$ cat src/rtl/matrix_scan_capture_if.sv
// matrix_scan_capture_if: scan-line inputs and captured-frame outputs of the matrix capture stage
interface matrix_scan_capture_if #(parameter int gs = 8);
   logic               e_cap_i;
   logic               scan_vld_i;
   logic [gs-1:0]      row_val_i;
   logic [gs-1:0]      col_val_i;
   logic [gs*gs-1:0]   matrix_o;
   logic               d_cap_o;
   logic               busy_o;
   logic               err_o;
   logic               to_o;
   modport slave (input e_cap_i, scan_vld_i, row_val_i, col_val_i,
                  output matrix_o, d_cap_o, busy_o, err_o, to_o);
   modport master (output e_cap_i, scan_vld_i, row_val_i, col_val_i,
                   input matrix_o, d_cap_o, busy_o, err_o, to_o);
endinterface

$ cat src/rtl/matrix_scan_capture.sv
// matrix_scan_capture: rebuilds a gs x gs frame from row/column scan lines; CAP_TIMEOUT_EN adds an idle timeout
module matrix_scan_capture #(
   parameter int gs     = 8,
   parameter int to_cyc = 255
) (
   input logic                   clk_i,
   input logic                   rst_n,
   matrix_scan_capture_if.slave  cap
);
   localparam int iw = gs > 1 ? $clog2(gs) : 1;
   typedef enum logic [1:0] {IDLE, CAPTURE, DONE} state_t;
   state_t             state_q, state_d;
   logic [gs*gs-1:0]   shadow_q, shadow_d;
   logic [gs*gs-1:0]   matrix_q, matrix_d;
   logic [gs-1:0]      seen_q, seen_d;
   logic               err_q, err_d;
   logic [iw-1:0]      idx;
   logic               row_ok, accept, tmo;
   // one-hot row select to binary index; only meaningful when row_ok
   always_comb begin
      idx = '0;
      for (int r = 0; r < gs; r++)
         if (cap.row_val_i[r]) idx = iw'(r);
   end
   assign row_ok = $onehot(cap.row_val_i);
   assign accept = (state_q == CAPTURE) && cap.scan_vld_i && row_ok;
`ifdef CAP_TIMEOUT_EN
   localparam int cw = $clog2(to_cyc + 1);
   logic [cw-1:0] cnt_q, cnt_d;
   assign tmo = (state_q == CAPTURE) && (cnt_q == cw'(to_cyc));
   // idle counter: cleared outside CAPTURE and on every accepted row
   always_comb cnt_d = (state_q != CAPTURE || accept) ? '0 : cnt_q + cw'(1);
   // idle counter register
   always_ff @(posedge clk_i or negedge rst_n)
      if (!rst_n) cnt_q <= '0;
      else        cnt_q <= cnt_d;
`else
   assign tmo = 1'b0;
`endif
   // next state, shadow merge and frame publish; the closing row is merged before publishing
   always_comb begin
      state_d  = state_q;
      shadow_d = shadow_q;
      seen_d   = seen_q;
      err_d    = err_q;
      matrix_d = matrix_q;
      case (state_q)
         IDLE: if (cap.e_cap_i) begin
            shadow_d = '0;
            seen_d   = '0;
            err_d    = 1'b0;
            state_d  = CAPTURE;
         end
         CAPTURE: if (tmo) state_d = IDLE;
         else begin
            if (accept) begin
               shadow_d[idx*gs +: gs] = cap.col_val_i;
               seen_d[idx]            = 1'b1;
            end
            if (cap.scan_vld_i && !row_ok) err_d = 1'b1;
            if (&seen_d) begin
               matrix_d = shadow_d;
               state_d  = DONE;
            end
         end
         DONE:    state_d = IDLE;
         default: state_d = IDLE;
      endcase
   end
   // state and data registers
   always_ff @(posedge clk_i or negedge rst_n)
      if (!rst_n) begin
         state_q  <= IDLE;
         shadow_q <= '0;
         matrix_q <= '0;
         seen_q   <= '0;
         err_q    <= 1'b0;
      end else begin
         state_q  <= state_d;
         shadow_q <= shadow_d;
         matrix_q <= matrix_d;
         seen_q   <= seen_d;
         err_q    <= err_d;
      end
   assign cap.matrix_o = matrix_q;
   assign cap.d_cap_o  = state_q == DONE;
   assign cap.busy_o   = state_q == CAPTURE;
   assign cap.err_o    = err_q;
   assign cap.to_o     = tmo;
endmodule

$ cat src/flat_wrapper.sv
// flat-port wrapper written by rule: the top's interface ports become plain ports
module matrix_scan_capture_flat 
#(
   parameter int gs     = 8,
   parameter int to_cyc = 255
)
  (clk_i, rst_n, cap_e_cap_i, cap_scan_vld_i, cap_row_val_i, cap_col_val_i, cap_matrix_o, cap_d_cap_o, cap_busy_o, cap_err_o, cap_to_o);
  matrix_scan_capture_if #(.gs(gs)) cap_i ();
  input logic clk_i;
  input logic rst_n;
  input wire logic [$bits(cap_i.e_cap_i)-1:0] cap_e_cap_i;
  input wire logic [$bits(cap_i.scan_vld_i)-1:0] cap_scan_vld_i;
  input wire logic [$bits(cap_i.row_val_i)-1:0] cap_row_val_i;
  input wire logic [$bits(cap_i.col_val_i)-1:0] cap_col_val_i;
  output wire logic [$bits(cap_i.matrix_o)-1:0] cap_matrix_o;
  output wire logic [$bits(cap_i.d_cap_o)-1:0] cap_d_cap_o;
  output wire logic [$bits(cap_i.busy_o)-1:0] cap_busy_o;
  output wire logic [$bits(cap_i.err_o)-1:0] cap_err_o;
  output wire logic [$bits(cap_i.to_o)-1:0] cap_to_o;
  assign cap_i.e_cap_i = cap_e_cap_i;
  assign cap_i.scan_vld_i = cap_scan_vld_i;
  assign cap_i.row_val_i = cap_row_val_i;
  assign cap_i.col_val_i = cap_col_val_i;
  assign cap_matrix_o = cap_i.matrix_o;
  assign cap_d_cap_o = cap_i.d_cap_o;
  assign cap_busy_o = cap_i.busy_o;
  assign cap_err_o = cap_i.err_o;
  assign cap_to_o = cap_i.to_o;
  matrix_scan_capture #(.gs(gs), .to_cyc(to_cyc)) u_core (.clk_i(clk_i), .rst_n(rst_n), .cap(cap_i));
endmodule
$ cat config.mk
export PLATFORM = sky130hd
export DESIGN_NAME = matrix_scan_capture_flat
export DESIGN_NICKNAME = d
export VERILOG_FILES = /design/src/rtl/matrix_scan_capture_if.sv /design/src/rtl/matrix_scan_capture.sv /design/src/flat_wrapper.sv
export SDC_FILE = /design/constraint.sdc
export NUM_CORES = 1
export LEC_CHECK = 0
export BUFFER_PORTS_ARGS = -buffer_cell sky130_fd_sc_hd__buf_2
export CELL_PAD_IN_SITES_DETAIL_PLACEMENT = 1
export CELL_PAD_IN_SITES_GLOBAL_PLACEMENT = 1
export CORE_ASPECT_RATIO = 1.25
export CORE_MARGIN = 5
export CORE_UTILIZATION = 46
export DETAILED_ROUTE_END_ITERATION = 12
export PLACE_DENSITY_LB_ADDON = 0.1
export SKIP_CTS_REPAIR_TIMING = 1
export SYNTH_ARGS = -nofsm -noshare
export SYNTH_HDL_FRONTEND = slang
export SYNTH_SLANG_ARGS = --single-unit
$ cat constraint.sdc
create_clock -name clk_i -period 3 [get_ports clk_i]
set_input_delay 0.45 -clock clk_i [delete_from_list [all_inputs] [get_ports clk_i]]
set_output_delay 0.45 -clock clk_i [all_outputs]
set_load 0.005 [all_outputs]
# Word-level counts from Yosys, hierarchy flattened
# Cells that the tools add are included.
dict set report word_totals {
  regBits 139
  word_cells 59
}
dict set report op_classes {
  n_addsub 8
  magnitude_cmp 2
  eq_ne 6
  n_shift 2
  muxes 23
  bitwise_logic 1
  reduce_logical 12
}
# cell count
set op_table {}
lappend op_table {{64-bit 2-to-1 mux} 2}
lappend op_table {{64-bit case mux with 2 select lines} 1}
lappend op_table {{64-bit bitwise mux} 1}
lappend op_table {{8-bit by 34-bit variable shift with 64-bit output (first input constant)} 1}
lappend op_table {{8-bit by 34-bit variable part select with 64-bit output} 1}
lappend op_table {{6-bit negation with 34-bit output} 1}
lappend op_table {{8-bit 2-to-1 mux} 3}
lappend op_table {{8-bit case mux with 2 select lines} 1}
lappend op_table {{3-bit 2-to-1 mux} 5}
lappend op_table {{4-bit adder} 3}
lappend op_table {{9-bit AND reduction} 1}
lappend op_table {{1-bit by 1-bit adder with 2-bit output} 4}
lappend op_table {{8-bit OR} 1}
lappend op_table {{8-bit AND reduction} 1}
lappend op_table {{2-bit 2-to-1 mux} 3}
lappend op_table {{4-bit by 1-bit == test with 1-bit output (second input constant)} 1}
lappend op_table {{1-bit logical AND} 4}
lappend op_table {{3-bit by 4-bit less-than comparator with 1-bit output (second input constant)} 1}
lappend op_table {{1-bit 2-to-1 mux} 4}
lappend op_table {{2-bit by 1-bit != test with 1-bit output (second input constant)} 2}
lappend op_table {{2-bit case mux with 2 select lines} 1}
lappend op_table {{2-bit AND reduction} 2}
lappend op_table {{1-bit demux with 3-bit select} 1}
lappend op_table {{3-bit by 1-bit >= comparator with 1-bit output (second input constant)} 1}
lappend op_table {{8 further kinds} 8}

# Longest topological paths before layout
# Gate-level depths: netlist of the first run.
dict set report logic_depth {
  ltp_word 17
  mapped_depth 16
}

# Least setup slack after synthesis of the first run
# Ideal clock, no wire load.
dict set report synth_timing {
  path_type {input port to flip-flop}
  start {in cap_row_val_i[6]}
  end {reg u_core.matrix_q[53] (netlist: u_core.cap.matrix_o[53])}
  setup_ps 125
  arrival_ps 4351
  required_time_ps 2875
  setup_slack_ps -1476
  path_stages 16
  path_buffers 2
  path_cell_list {inv_1 ha_1 inv_1 fa_1 fa_1 inv_1 ha_1 fa_1 nor4b_4 nand2_2 a211oi_1 o221ai_1 nor4b_2 buf_4 buf_12 mux2_4}
}
dict set report synth_between {
  elab_chain_cells 10
}
# element line_no
set synth_rtl {}
lappend synth_rtl {{start: declaration} flat_wrapper.sv:13} ;# input wire logic [$bits(cap_i.row_val_i)-1:0] cap_row_val_i;
lappend synth_rtl {{parallel branches: the longest is 10 deep, another holds 4-bit adder} -}
lappend synth_rtl {{end signal: assignment} matrix_scan_capture.sv:81} ;# matrix_q <= matrix_d;
lappend synth_rtl {{end: declaration} matrix_scan_capture.sv:14} ;# logic [gs*gs-1:0] matrix_q, matrix_d;
# Parallel ways; which one is timed is not known. The select of a mux whose other input is x is not followed.
# A chain may end at the register's enable or synchronous reset.

# Final worst setup path of the first run
dict set report layout_timing {
  start {in cap_row_val_i[6]}
  end {reg u_core.matrix_q[24] (netlist: u_core.cap.matrix_o[24])}
}
# The elaborated chain is that of the path after synthesis.

==> results by group, run 1 <==
Pwr
  • Max IR drop VDD: ~0.37 mV
  • Total Power: around 5.4 mW
  • Lkg Pwr: a little over 4 nW
  • Pwr dens: between 500 and 600 nW/µm²

Synth
  • Post-Syn Instances: around 580
  • Xor/xnor share of the synthesized area: 0%
  • Mux share of post-synthesis cell area: around a fifth
  • Most frequent cell after synthesis: dfrtp_1
  • Synth cell count leaders: dfrtp_1, mux2i_1, inv_1, nand2_1, o21ai_0
  • Synthesized area per cell: 11.43 µm²
  • Combinational family with the most area after synthesis: multiplexers
  • Post-Synth Simple-Gate Area: 8.675%
  • Yosys cell types: roughly 50
  • Ys flop type: dfrtp_1
  • Flops & latches, synth: between 100 and 150
  • Cell taking the most area after synthesis: dfrtp_1
  • Mapped Area: ~6600 µm²
  • Compound-gate portion of the synthesized area: under 10%
  • Mapped Nets: around 610
  • Number of synthesized flops with an enable pin: 0
  • Synth Area in Adders: ~3.3%
  • Register area share after synthesis: 52.54%
  • Top cell type's share of synthesized area: a little over half
  • Asr flop ratio synth: 100.0%
  • Synth top area cells: dfrtp_1, mux2i_1, o21ai_0, inv_1, nand2_1
  • Yosys warnings: 0

Timing
  • Final Critical Period: about 4.3 ns
  • Worst Setup Slack, final: -1.258 ns
  • Period utilization: 141.9%
  • Slew headroom: between 40% and 50%
  • Fmax: 234.9 MHz
  • RSZ-0062 raised after global routing: true
  • Endpoints failing hold: 0
  • Final Setup Violations: 139
  • Tightest Pin Transition: between 0.7 and 0.8 ns
  • Max-slew violations: 0
  • Clock Skews: around 0.009 ns

Worst hold path
  • Hold crit path type: input pin to async pin

Drt
  • Via count: ~5000
  • Number of remaining DRC errors: 0
  • Vias/cell: 5.660
  • Routed WL per cell: between 20 and 25 µm
  • Detailed Routing Iterations Pass 1: 4
  • Final ANT Viol Nets: 0
  • Drt initial violations: 214
  • Detailed Route WL: ~22000 µm

Critical path
  • Reg-to-reg critical path startpoint: u_core.state_q[1]
  • R2r setup slk: about 0.17 ns
  • Worst EP required: about 3.4 ns
  • Worst Path Max Fanout: 8
  • WP data arrival: 4.60 ns
  • Critical path class: input pin to register
  • Reg2reg end: u_core.cap.matrix_o[24]
  • Critical Path Source Type: input pin
  • Crit end category: register
  • Worst r2r path cells: 9

GRT
  • Pin count of the biggest net entering global routing: 75
  • Vias in the first global route: 5661
  • Antenna violations before repair: 0
  • First-pass GRT wire length: 30420 µm
  • Grt ovf: 0
  • All-layer global routing usage: between 20 and 25%

Cells and area
  • Area Overhead vs Synth: 41.49%
  • Area of the multi-input gates: between 3000 and 4000 µm²
  • Final nets: approximately 750
  • Layout filler cell count: ~1400
  • Core Util, Final: 65.57%
  • N_diodes: 0
  • Layout cells sized above 1: 42.95%
  • FF+latch area: between 3000 and 4000 µm²

Status
  • Failing checks: negative setup slack
  • Status: finished with violations

Floorplanning
  • Starting Density: 46.34%
  • Ports: between 80 and 90
  • CORE AREA: approximately 14000 µm²
  • Die height: 144.1 µm
  • Cell Rows: slightly below 50
  • Die Wd: 117.3 µm
  • Full die area: roughly 17000 µm²

Clock tree
  • TritonCTS Buffers: 17
  • Max Buffers Root-to-Sink: 2
  • CTS HTree Levels: 4
  • Clock transition at the registers of the reported paths: 0.06 ns
  • CTS tree: built
  • Root Buffer: clkbuf_16
  • Clk_lat worst skew: around 0.43 ns
  • Clk sinks: 139

Run
  • Max_cap viols: 0

Place
  • GP Congestion: a little under 0.9
  • I/O Buffers: 86
  • Setup WS pre-CTS: -1.771 ns
  • Post-DP HPWL: between 10000 and 15000 µm
[per-stage QoR]
stage | setup TNS, ns | hold slack (ns) | instance area, µm² | std cells
CTS | -139.42 | 0.06886 | 8305 | 896
detailed placement | -196.81 | 0.4698 | 7725 | 864
finish | -139.26 | 0.03487 | 9366 | 909
global placement | -184.39 | 0.4616 | 7725 | 864
global route | -156.91 | 0.1017 | 9366 | 909
floorplan | -143.16 | 0.1544 | 6744 | 579
[cell families (layout without fill, tap and decap cells)]
kind of cell             count (synthesis)  count (layout)
AO/OA/AOI/OAI                           88              88
adder cells (fa/ha/maj)                 15              15
buffers and inverters                   97             249
flip-flops                             139             139
multiplexers                           128             128
other                                    1               1
AND/OR/NAND/NOR                        111             111
[how the worst max path moves through the flow]
stage,startpoint,end,cells past startpoint
after global routing,cap_row_val_i[6],u_core.cap.matrix_o[24],19
after CTS,cap_row_val_i[6],u_core.cap.matrix_o[24],18
final,cap_row_val_i[6],u_core.cap.matrix_o[24],19
after detailed placement,cap_row_val_i[6],u_core.cap.matrix_o[24],18
after floorplan,cap_row_val_i[0],u_core.cap.matrix_o[53],15
after global placement,cap_row_val_i[4],u_core.cap.matrix_o[52],15
[power by group]
part	total (mW)	leakage, nW	internal (mW)	switching (mW)
registers	2.30	1.63	2.09	0.207
logic	1.01	2.22	0.526	0.488
clock network	2.08	0.275	1.21	0.872
[cells in the final DEF (no fill, tap or decap), types with 9 or more instances in the layout]
master	count
dfrtp_1	139
buf_2	81
inv_1	61
nand2_1	57
mux2i_4	46
mux2i_1	43
o21ai_1	39
buf_4	38
clkbuf_16	22
mux2_4	21
a22o_1	15
buf_6	13
mux2i_2	11
nor2_1	10
buf_12	10
and2_1	9
[per-layer routing]
metal / up-vias / track usage, % / part of all wire [%]
met5: - / 0 / 0
met4: 0 / 8.002 / 3.1
met3: 37 / 5.282 / 3.6
met2: 125 / 41.33 / 54
met1: 2733 / 27.01 / 39
li1: 2250 / - / -
[worst max-delay path: stages]
cell	delay, ns
buf_6	0.09
inv_2	0.05
ha_1	0.29
inv_1	0.06
fa_2	0.36
fa_1	0.50
inv_1	0.06
ha_2	0.18
fa_1	0.48
nor4b_4	0.33
buf_6	0.19
nand2_8	0.07
a211oi_2	0.25
o221ai_2	0.21
nor4b_4	0.27
buf_6	0.19
buf_12	0.18
buf_16	0.16
mux2i_4	0.23
[registers in the layout, summed over array words and instances (netlist names)]
signal,count
u_core.seen_q,8
u_core.cap.matrix_o,64
u_core.state_q,2
u_core.shadow_q,64
u_core.cap.err_o,1
[cell type report]
type                    instances  share of cell area, %
inverters                      68                  2.725
clock buffers                  20                  4.983
repair buffers                149                  12.86
multi-input cells             343                  38.70
clock inverters                12                  1.216
well taps                     178                  2.378
flip-flops and latches        139                  37.14
(Power assumes the default switching activity.)
==> inputs of run 2 (changes only) <==
==> constraint.sdc (replaced) <==
create_clock -name clk_i -period 3 [get_ports clk_i]
set_input_delay 0.6 -clock clk_i [delete_from_list [all_inputs] [get_ports clk_i]]
set_output_delay 0.6 -clock clk_i [all_outputs]
set_load 0.005 [all_outputs]
==> run 2 against run 1 <==
The flow still finishes with violations (negative setup slack). Core utilization up 2.4 points. Die area unchanged. Routed wire length up 7.7%. Clock power up 6%. Final cell count up 2.6%. Cell area up 3.7%. Clock-buffer cell count up 3. Critical path depth down 1. Worst hold slack better by 0.14 ns. Maximum frequency down 5.1%. Global-route usage up 0.35 points. Critical path type unchanged.
==> results by group, run 2 (synthesis gave the netlist of run 1 again) <==
Pwr
  • Switching power: 1.577 mW (was 1.567 mW)
  • Switching share of power: 28.22% (was 29.05%)
  • Clock power frac: 39.5% (was 38.6%)
  • Lkg Pwr: 4.295 nW (was 4.120 nW)
  • Pwr dens: 575.3 nW/µm² (was 575.9 nW/µm²)
  • Max IR drop VDD: 0.5469 mV (was 0.3739 mV)
  • Combinational power share: 19.4% (was 18.8%)
  • Reg power frac: 41.1% (was 42.6%)
  • Int Pwr: 4.011 mW (was 3.827 mW)

Drt
  • Detailed Routing Iterations Pass 1: 4 (unchanged)
  • Detailed Route WL: 24130 µm (was 22410 µm)
  • Via count: 5255 (was 5145)
  • Number of remaining DRC errors: 0 (unchanged)
  • Final ANT Viol Nets: 0 (unchanged)
  • Vias/cell: 5.632 (was 5.660)
  • Drt initial violations: 265 (was 214)
  • Routed WL per cell: 25.86 µm (was 24.65 µm)

Floorplanning
  • CORE AREA: 14290 µm² (unchanged)
  • Die height: 144.1 µm (unchanged)
  • Ports: 88 (unchanged)
  • Starting Density: 46.34% (unchanged)
  • Cell Rows: 49 (unchanged)
  • Die Wd: 117.3 µm (unchanged)
  • Full die area: 16910 µm² (unchanged)

Timing
  • Tightest Pin Transition: 0.7419 ns (was 0.7530 ns)
  • Worst hold slack: 0.1755 ns (was 0.03487 ns)
  • Worst Setup Slack, final: -1.487 ns (was -1.258 ns)
  • Endpoints failing hold: 0 (unchanged)
  • Slew headroom: 50.54% (was 49.70%)
  • Clock Skews: 0.01175 ns (was 0.008858 ns)
  • Max-slew violations: 0 (unchanged)
  • Period utilization: 149.6% (was 141.9%)
  • Final Critical Period: 4.487 ns (was 4.258 ns)
  • RSZ-0062 raised after global routing: true (unchanged)
  • Final Setup Violations: 139 (unchanged)
  • Fmax: 222.9 MHz (was 234.9 MHz)

Critical path
  • Crit path to: u_core.cap.matrix_o[21] (was u_core.cap.matrix_o[24])
  • Reg2reg end: u_core.cap.matrix_o[21] (was u_core.cap.matrix_o[24])
  • Worst r2r path cells: 9 (unchanged)
  • Critical Path Source Type: input pin (unchanged)
  • CP Cell Sequence: buf_8 -> ha_4 -> fa_1 -> inv_2 -> fa_1 -> inv_2 -> ha_4 -> fa_2 -> nor4b_4 -> buf_6 -> nand2_8 -> a211oi_4 -> o221ai_2 -> nor4b_4 -> buf_6 -> buf_8 -> clkbuf_16 -> mux2i_1 (was buf_6 -> inv_2 -> ha_1 -> inv_1 -> fa_2 -> fa_1 -> inv_1 -> ha_2 -> fa_1 -> nor4b_4 -> buf_6 -> nand2_8 -> a211oi_2 -> o221ai_2 -> nor4b_4 -> buf_6 -> buf_12 -> buf_16 -> mux2i_4)
  • Worst path depth: 18 (was 19)
  • Crit-path max cell delay: 0.57 ns (was 0.50 ns)
  • Worst EP required: 3.33 ns (was 3.35 ns)
  • Worst Path Max Fanout: 9 (was 8)
  • Delay-heaviest family, CP: adder cells (unchanged)
  • R2r setup slk: 0.16 ns (was 0.17 ns)
  • Critical path origin: cap_row_val_i[1] (was cap_row_val_i[6])
  • WP data arrival: 4.82 ns (was 4.60 ns)
  • Crit end category: register (unchanged)
  • CP bufs+invs: 7 (was 8)
  • Slowest cell on crit path: fa_1 (unchanged)
  • Critical path class: input pin to register (unchanged)
  • Reg-to-reg critical path startpoint: u_core.state_q[1] (unchanged)

Run
  • Max_cap viols: 0 (unchanged)

Cells and area
  • Leading cell types in the layout, fill and taps excluded: dfrtp_1, buf_2, inv_1 (unchanged)
  • N_diodes: 0 (unchanged)
  • Final nets: 777 (was 753)
  • Final Non-Filler Cells: 933 (was 909)
  • Area Overhead vs Synth: 46.72% (was 41.49%)
  • Layout cells sized above 1: 47.02% (was 42.95%)
  • Commonest non-fill, non-tap cell in the layout: dfrtp_1 (unchanged)

Worst hold path
  • Hold crit path type: input pin to async pin (unchanged)

GRT
  • M3 GR Usage: 4.382% (was 5.282%)
  • First-pass GRT wire length: 30990 µm (was 30420 µm)
  • Met1 Track Usage GR: 27.94% (was 27.01%)
  • Antenna violations before repair: 0 (unchanged)
  • Grt ovf: 0 (unchanged)
  • Pin count of the biggest net entering global routing: 70 (was 75)
  • Grt peak-use layer: met2 (unchanged)
  • Vias in the first global route: 5686 (was 5661)
  • GRT met2 Usage: 41.92% (was 41.33%)
  • All-layer global routing usage: 23.30% (was 22.94%)

Status
  • Failing checks: negative setup slack (unchanged)
  • Status: finished with violations (unchanged)

Clock tree
  • CTS HTree Levels: 4 (unchanged)
  • TritonCTS Buffers: 17 (unchanged)
  • Root Buffer: clkbuf_16 (unchanged)
  • CTS tree: built (unchanged)
  • Clk_lat worst skew: 0.43 ns (about the same)
  • Clk sinks: 139 (unchanged)
  • Clock transition at the registers of the reported paths: 0.07 ns (was 0.06 ns)
  • Max Buffers Root-to-Sink: 2 (unchanged)

Place
  • GP Congestion: 0.8813 (was 0.8871)
  • Placed cells: 870 (was 864)
  • I/O Buffers: 86 (unchanged)
  • Post-DP HPWL: 12450 µm (was 12470 µm)
  • Setup WS pre-CTS: -1.973 ns (was -1.771 ns)
[run 2: worst reg2reg max path, cell delays in order, from the launching register on]
cell and delay (ns):
dfrtp_1 0.44, and3b_1 0.50, o2111ai_4 0.26, o31ai_4 0.26
a22o_1 0.28, nor4b_4 0.24, buf_6 0.18, buf_8 0.16
clkbuf_16 0.18, mux2i_1 0.26
[run 2: power groups by stage]
stage / Sequential, mW / Clock (mW) / Combinational [mW]
floorplan: 2.20 / 0 / 0.482
global placement: 2.22 / 0 / 0.704
detailed placement: 2.24 / 0 / 0.743
CTS: 2.22 / 2.21 / 0.758
global route: 2.31 / 2.33 / 1.15
finish: 2.30 / 2.21 / 1.08
[run 2: worst min-delay path by stage]
stage                         from                       to  slack [ns]  depth (start not counted)
2_1_floorplan                rst_n         u_core.cap.err_o        0.30                          0
3_3_place_gp   u_core.shadow_q[11]      u_core.shadow_q[11]        0.46                          2
3_5_place_dp   u_core.shadow_q[41]      u_core.shadow_q[41]        0.47                          2
4_1_cts                      rst_n  u_core.cap.matrix_o[44]        0.20                          1
5_1_grt                      rst_n  u_core.cap.matrix_o[44]        0.21                          1
6_report                     rst_n      u_core.shadow_q[45]        0.18                          1
[run 2: cell type report]
class	count	area [µm²]
well taps	178	222.7
repair buffers	173	1434
inverters	68	255.2
clock inverters	9	110.1
clock buffers	23	508.0
fillers	1360	4572
flip-flops and latches	139	3478
multi-input cells	343	3705
[run 2: metal layers]
| layer | wire (µm) | vias to the layer above |
|---|---|---|
| met5 | 0 | - |
| met4 | 1009 | 0 |
| met3 | 1081 | 53 |
| met2 | 12810 | 140 |
| met1 | 9226 | 2759 |
| li1 | - | 2303 |
[run 2: per-stage QoR]
stage	cell area (µm²)	total power [mW]	setup TNS (ns)	utilization [%]
2_1_floorplan	6744	2.685	-163.98	-
3_3_place_gp	7745	2.928	-208.87	54.22
3_5_place_dp	7745	2.984	-225.76	54.22
4_1_cts	8363	5.187	-168.59	58.54
5_1_grt	9713	5.794	-178.89	68.00
6_report	9713	5.588	-164.52	68.00
==> inputs of run 3 (changes only) <==
Settings changed: ABC_AREA set to 1, CORE_UTILIZATION 46 to 43.
==> run 3 against run 2 <==
The flow still finishes with violations (negative setup slack). Critical path depth increased by 2. Synthesized area increased by 1.6%. First-iteration DRC count increased by 36%. Worst setup slack improved by 0.59 ns. Combinational power increased by 110%. Routed wire length increased by 13%. Global-route usage decreased by 0.71 points. Core utilization decreased by 2.0 points. Total power increased by 27%. Critical endpoint is now u_core.cap.matrix_o[16]. Largest cell class unchanged.
==> results by group, run 3 <==
Timing
  • Slew headroom: 47.54% (was 50.54%)
  • Period utilization: 130.0% (was 149.6%)
  • Final Setup Violations: 138 (was 139)
  • Tightest Pin Transition: 0.7868 ns (was 0.7419 ns)
  • Fmax: 256.5 MHz (was 222.9 MHz)
  • RSZ-0062 raised after global routing: true (unchanged)
  • Worst Setup Slack, final: -0.8992 ns (was -1.487 ns)
  • Max-slew violations: 0 (unchanged)
  • Endpoints failing hold: 0 (unchanged)
  • Clock Skews: 0.01368 ns (was 0.01175 ns)
  • Final Critical Period: 3.899 ns (was 4.487 ns)

Floorplanning
  • Die Wd: 121.9 µm (was 117.3 µm)
  • Cell Rows: 51 (was 49)
  • Starting Density: 43.38% (was 46.34%)
  • Full die area: 18260 µm² (was 16910 µm²)
  • CORE AREA: 15510 µm² (was 14290 µm²)
  • Die height: 149.8 µm (was 144.1 µm)
  • Ports: 88 (unchanged)

Critical path
  • Worst Path Max Fanout: 6 (was 9)
  • Reg2reg end: u_core.cap.matrix_o[16] (was u_core.cap.matrix_o[21])
  • Critical Path Source Type: input pin (unchanged)
  • Reg-to-reg critical path startpoint: u_core.state_q[1] (unchanged)
  • Critical path origin: cap_row_val_i[1] (unchanged)
  • Crit end category: register (unchanged)
  • R2r setup slk: 0.79 ns (was 0.16 ns)
  • Critical path class: input pin to register (unchanged)
  • Worst r2r path cells: 12 (was 9)
  • WP data arrival: 4.27 ns (was 4.82 ns)
  • Worst EP required: 3.37 ns (was 3.33 ns)
  • Crit path to: u_core.cap.matrix_o[16] (was u_core.cap.matrix_o[21])

Drt
  • Detailed Route WL: 27340 µm (was 24130 µm)
  • Detailed Routing Iterations Pass 1: 4 (unchanged)
  • Drt initial violations: 361 (was 265)
  • Vias/cell: 5.527 (was 5.632)
  • Routed WL per cell: 23.11 µm (was 25.86 µm)
  • Final ANT Viol Nets: 0 (unchanged)
  • Via count: 6539 (was 5255)
  • Number of remaining DRC errors: 0 (unchanged)

Synth
  • Synthesized area per cell: 8.482 µm² (was 11.43 µm²)
  • Synth cell count leaders: nand2_1, dfrtp_1, inv_1, o21ai_0, nand3_1 (was dfrtp_1, mux2i_1, inv_1, nand2_1, o21ai_0)
  • Top cell type's share of synthesized area: 51.71% (was 52.54%)
  • Number of synthesized flops with an enable pin: 0 (unchanged)
  • Register area share after synthesis: 51.71% (was 52.54%)
  • Yosys warnings: 0 (unchanged)
  • Yosys cell types: 34 (was 51)
  • Asr flop ratio synth: 100.0% (unchanged)
  • Mapped Area: 6726 µm² (was 6620 µm²)
  • Synth top area cells: dfrtp_1, nand2_1, o21ai_0, inv_1, o21ai_2 (was dfrtp_1, mux2i_1, o21ai_0, inv_1, nand2_1)
  • Cell taking the most area after synthesis: dfrtp_1 (unchanged)
  • Post-Syn Instances: 793 (was 579)
  • Mapped Nets: 828 (was 614)
  • Most frequent cell after synthesis: nand2_1 (was dfrtp_1)
  • Ys flop type: dfrtp_1 (unchanged)
  • Flops & latches, synth: 139 (unchanged)

GRT
  • All-layer global routing usage: 22.59% (was 23.30%)
  • Grt ovf: 0 (unchanged)
  • Vias in the first global route: 6364 (was 5686)
  • Antenna violations before repair: 0 (unchanged)
  • Pin count of the biggest net entering global routing: 83 (was 70)
  • First-pass GRT wire length: 31950 µm (was 30990 µm)

Cells and area
  • Area Overhead vs Synth: 52.07% (was 46.72%)
  • Layout cells sized above 1: 51.49% (was 47.02%)
  • Commonest non-fill, non-tap cell in the layout: nand2_1 (was dfrtp_1)
  • Leading cell types in the layout, fill and taps excluded: nand2_1, dfrtp_1, nand2_2 (was dfrtp_1, buf_2, inv_1)
  • Area of the multi-input gates: 3860 µm² (was 3705 µm²)
  • Final nets: 993 (was 777)
  • N_diodes: 0 (unchanged)
  • Core Util, Final: 65.96% (was 68.00%)
  • Layout filler cell count: 1686 (was 1360)
  • FF+latch area: 3478 µm² (unchanged)

Run
  • Max_cap viols: 0 (unchanged)

Pwr
  • Max IR drop VDD: 0.3574 mV (was 0.5469 mV)
  • Switching power: 2.493 mW (was 1.577 mW)
  • Pwr dens: 696.3 nW/µm² (was 575.3 nW/µm²)
  • Clock power frac: 33.4% (was 39.5%)
  • Lkg Pwr: 4.925 nW (was 4.295 nW)
  • Total Power: 7.122 mW (was 5.588 mW)
  • Switching share of power: 35.01% (was 28.22%)
  • Reg power frac: 34.9% (was 41.1%)
  • Combinational power share: 31.7% (was 19.4%)
  • Int Pwr: 4.629 mW (was 4.011 mW)

Status
  • Failing checks: negative setup slack (unchanged)
  • Status: finished with violations (unchanged)

Clock tree
  • Clock transition at the registers of the reported paths: 0.07 ns (about the same)
  • Clk_lat worst skew: 0.44 ns (was 0.43 ns)
  • TritonCTS Buffers: 17 (unchanged)
  • CTS HTree Levels: 4 (unchanged)
  • Max Buffers Root-to-Sink: 2 (unchanged)
  • Clk sinks: 139 (unchanged)
  • Root Buffer: clkbuf_16 (unchanged)
  • CTS tree: built (unchanged)

Place
  • Post-DP HPWL: 13730 µm (was 12450 µm)
  • I/O Buffers: 86 (unchanged)
  • GP Congestion: 0.9216 (was 0.8813)

Worst hold path
  • Hold crit path type: input pin to async pin (unchanged)
-- run 3: cell count changes after synthesis, sizes merged, moves of 9 or more --
| cell | change |
|---|---|
| nand2 | +208 |
| mux2i | -100 |
| o21ai | +73 |
| nand3 | +41 |
| mux2 | -28 |
| nor2 | +21 |
| o22ai | +21 |
| inv | +19 |
| a22o | -14 |
| buf | +13 |
| and2 | -9 |
-- run 3: cells by family (layout without fill, tap and decap cells) --
family                   count (synthesis)  after routing  synth area share [%]
flip-flops                             139            139                 51.71
buffers and inverters                  126            304                 8.556
AND/OR/NAND/NOR                        350            350                 22.23
other                                    1              1               0.05575
AO/OA/AOI/OAI                          162            162                 14.21
adder cells (fa/ha/maj)                 15             15                 3.237
-- run 3: critical path: stages --
cell	delay [ns]
buf_8	0.10
ha_4	0.15
fa_1	0.54
inv_2	0.04
fa_1	0.49
inv_1	0.05
ha_2	0.16
fa_1	0.43
inv_1	0.07
nand2_2	0.06
nor2_4	0.14
nand2_4	0.13
inv_1	0.09
nand4_1	0.14
a21oi_1	0.36
nand2_2	0.12
nor2_4	0.22
buf_4	0.19
nand3_1	0.09
nand2_1	0.10
-- run 3: through the flow --
| step | area [µm²] | hold slack (ns) | setup WS [ns] | cells | setup TNS, ns |
|---|---|---|---|---|---|
| floorplan | 6903 | 0.3044 | -0.8079 | 793 | -94.74 |
| global route | 10230 | 0.3008 | -1.070 | 1183 | -120.81 |
| CTS | 8533 | 0.2729 | -0.9306 | 1148 | -97.90 |
| global placement | 7878 | 0.4549 | -1.215 | 1116 | -142.96 |
| detailed placement | 7878 | 0.4585 | -1.330 | 1116 | -157.92 |
| finish | 10230 | 0.2239 | -0.8992 | 1183 | -96.96 |
-- run 3: layout make-up --
cell class / instances / share of cell area [%]
Multi-Input combinational cell: 528 / 37.74
Sequential cell: 139 / 34.01
Timing Repair Buffer: 184 / 16.00
Clock buffer: 18 / 4.294
Inverter: 88 / 3.254
Tap cell: 212 / 2.593
Clock inverter: 14 / 2.116
-- run 3: worst min-delay path by stage --
stage / start / end / cells past startpoint / slack (ns)
after detailed placement: u_core.cap.matrix_o[54] / u_core.cap.matrix_o[54] / 2 / 0.46
after global placement: u_core.cap.matrix_o[1] / u_core.cap.matrix_o[1] / 2 / 0.45
final: rst_n / u_core.cap.matrix_o[59] / 1 / 0.22
after floorplan: rst_n / u_core.cap.err_o / 0 / 0.30
after CTS: rst_n / u_core.shadow_q[37] / 1 / 0.27
after global routing: rst_n / u_core.cap.matrix_o[59] / 1 / 0.30
-- run 3: metal layers --
| metal | share of wire, % | vias to the layer above | wire, µm | global-route usage, % |
|---|---|---|---|---|
| li1 | - | 2875 | - | - |
| met1 | 37 | 3371 | 10120 | 24.98 |
| met2 | 54 | 207 | 14820 | 42.09 |
| met3 | 3.9 | 86 | 1078 | 3.856 |
| met4 | 4.9 | 0 | 1329 | 9.809 |
| met5 | 0 | - | 0 | 0 |
-- run 3: power groups by stage --
stage	combinational [mW]	sequential, mW	clock (mW)
after global routing	2.41	2.51	2.48
after floorplan	0.932	2.38	0
after global placement	1.43	2.40	0
final	2.26	2.49	2.38
after detailed placement	1.52	2.42	0
after CTS	1.55	2.39	2.37
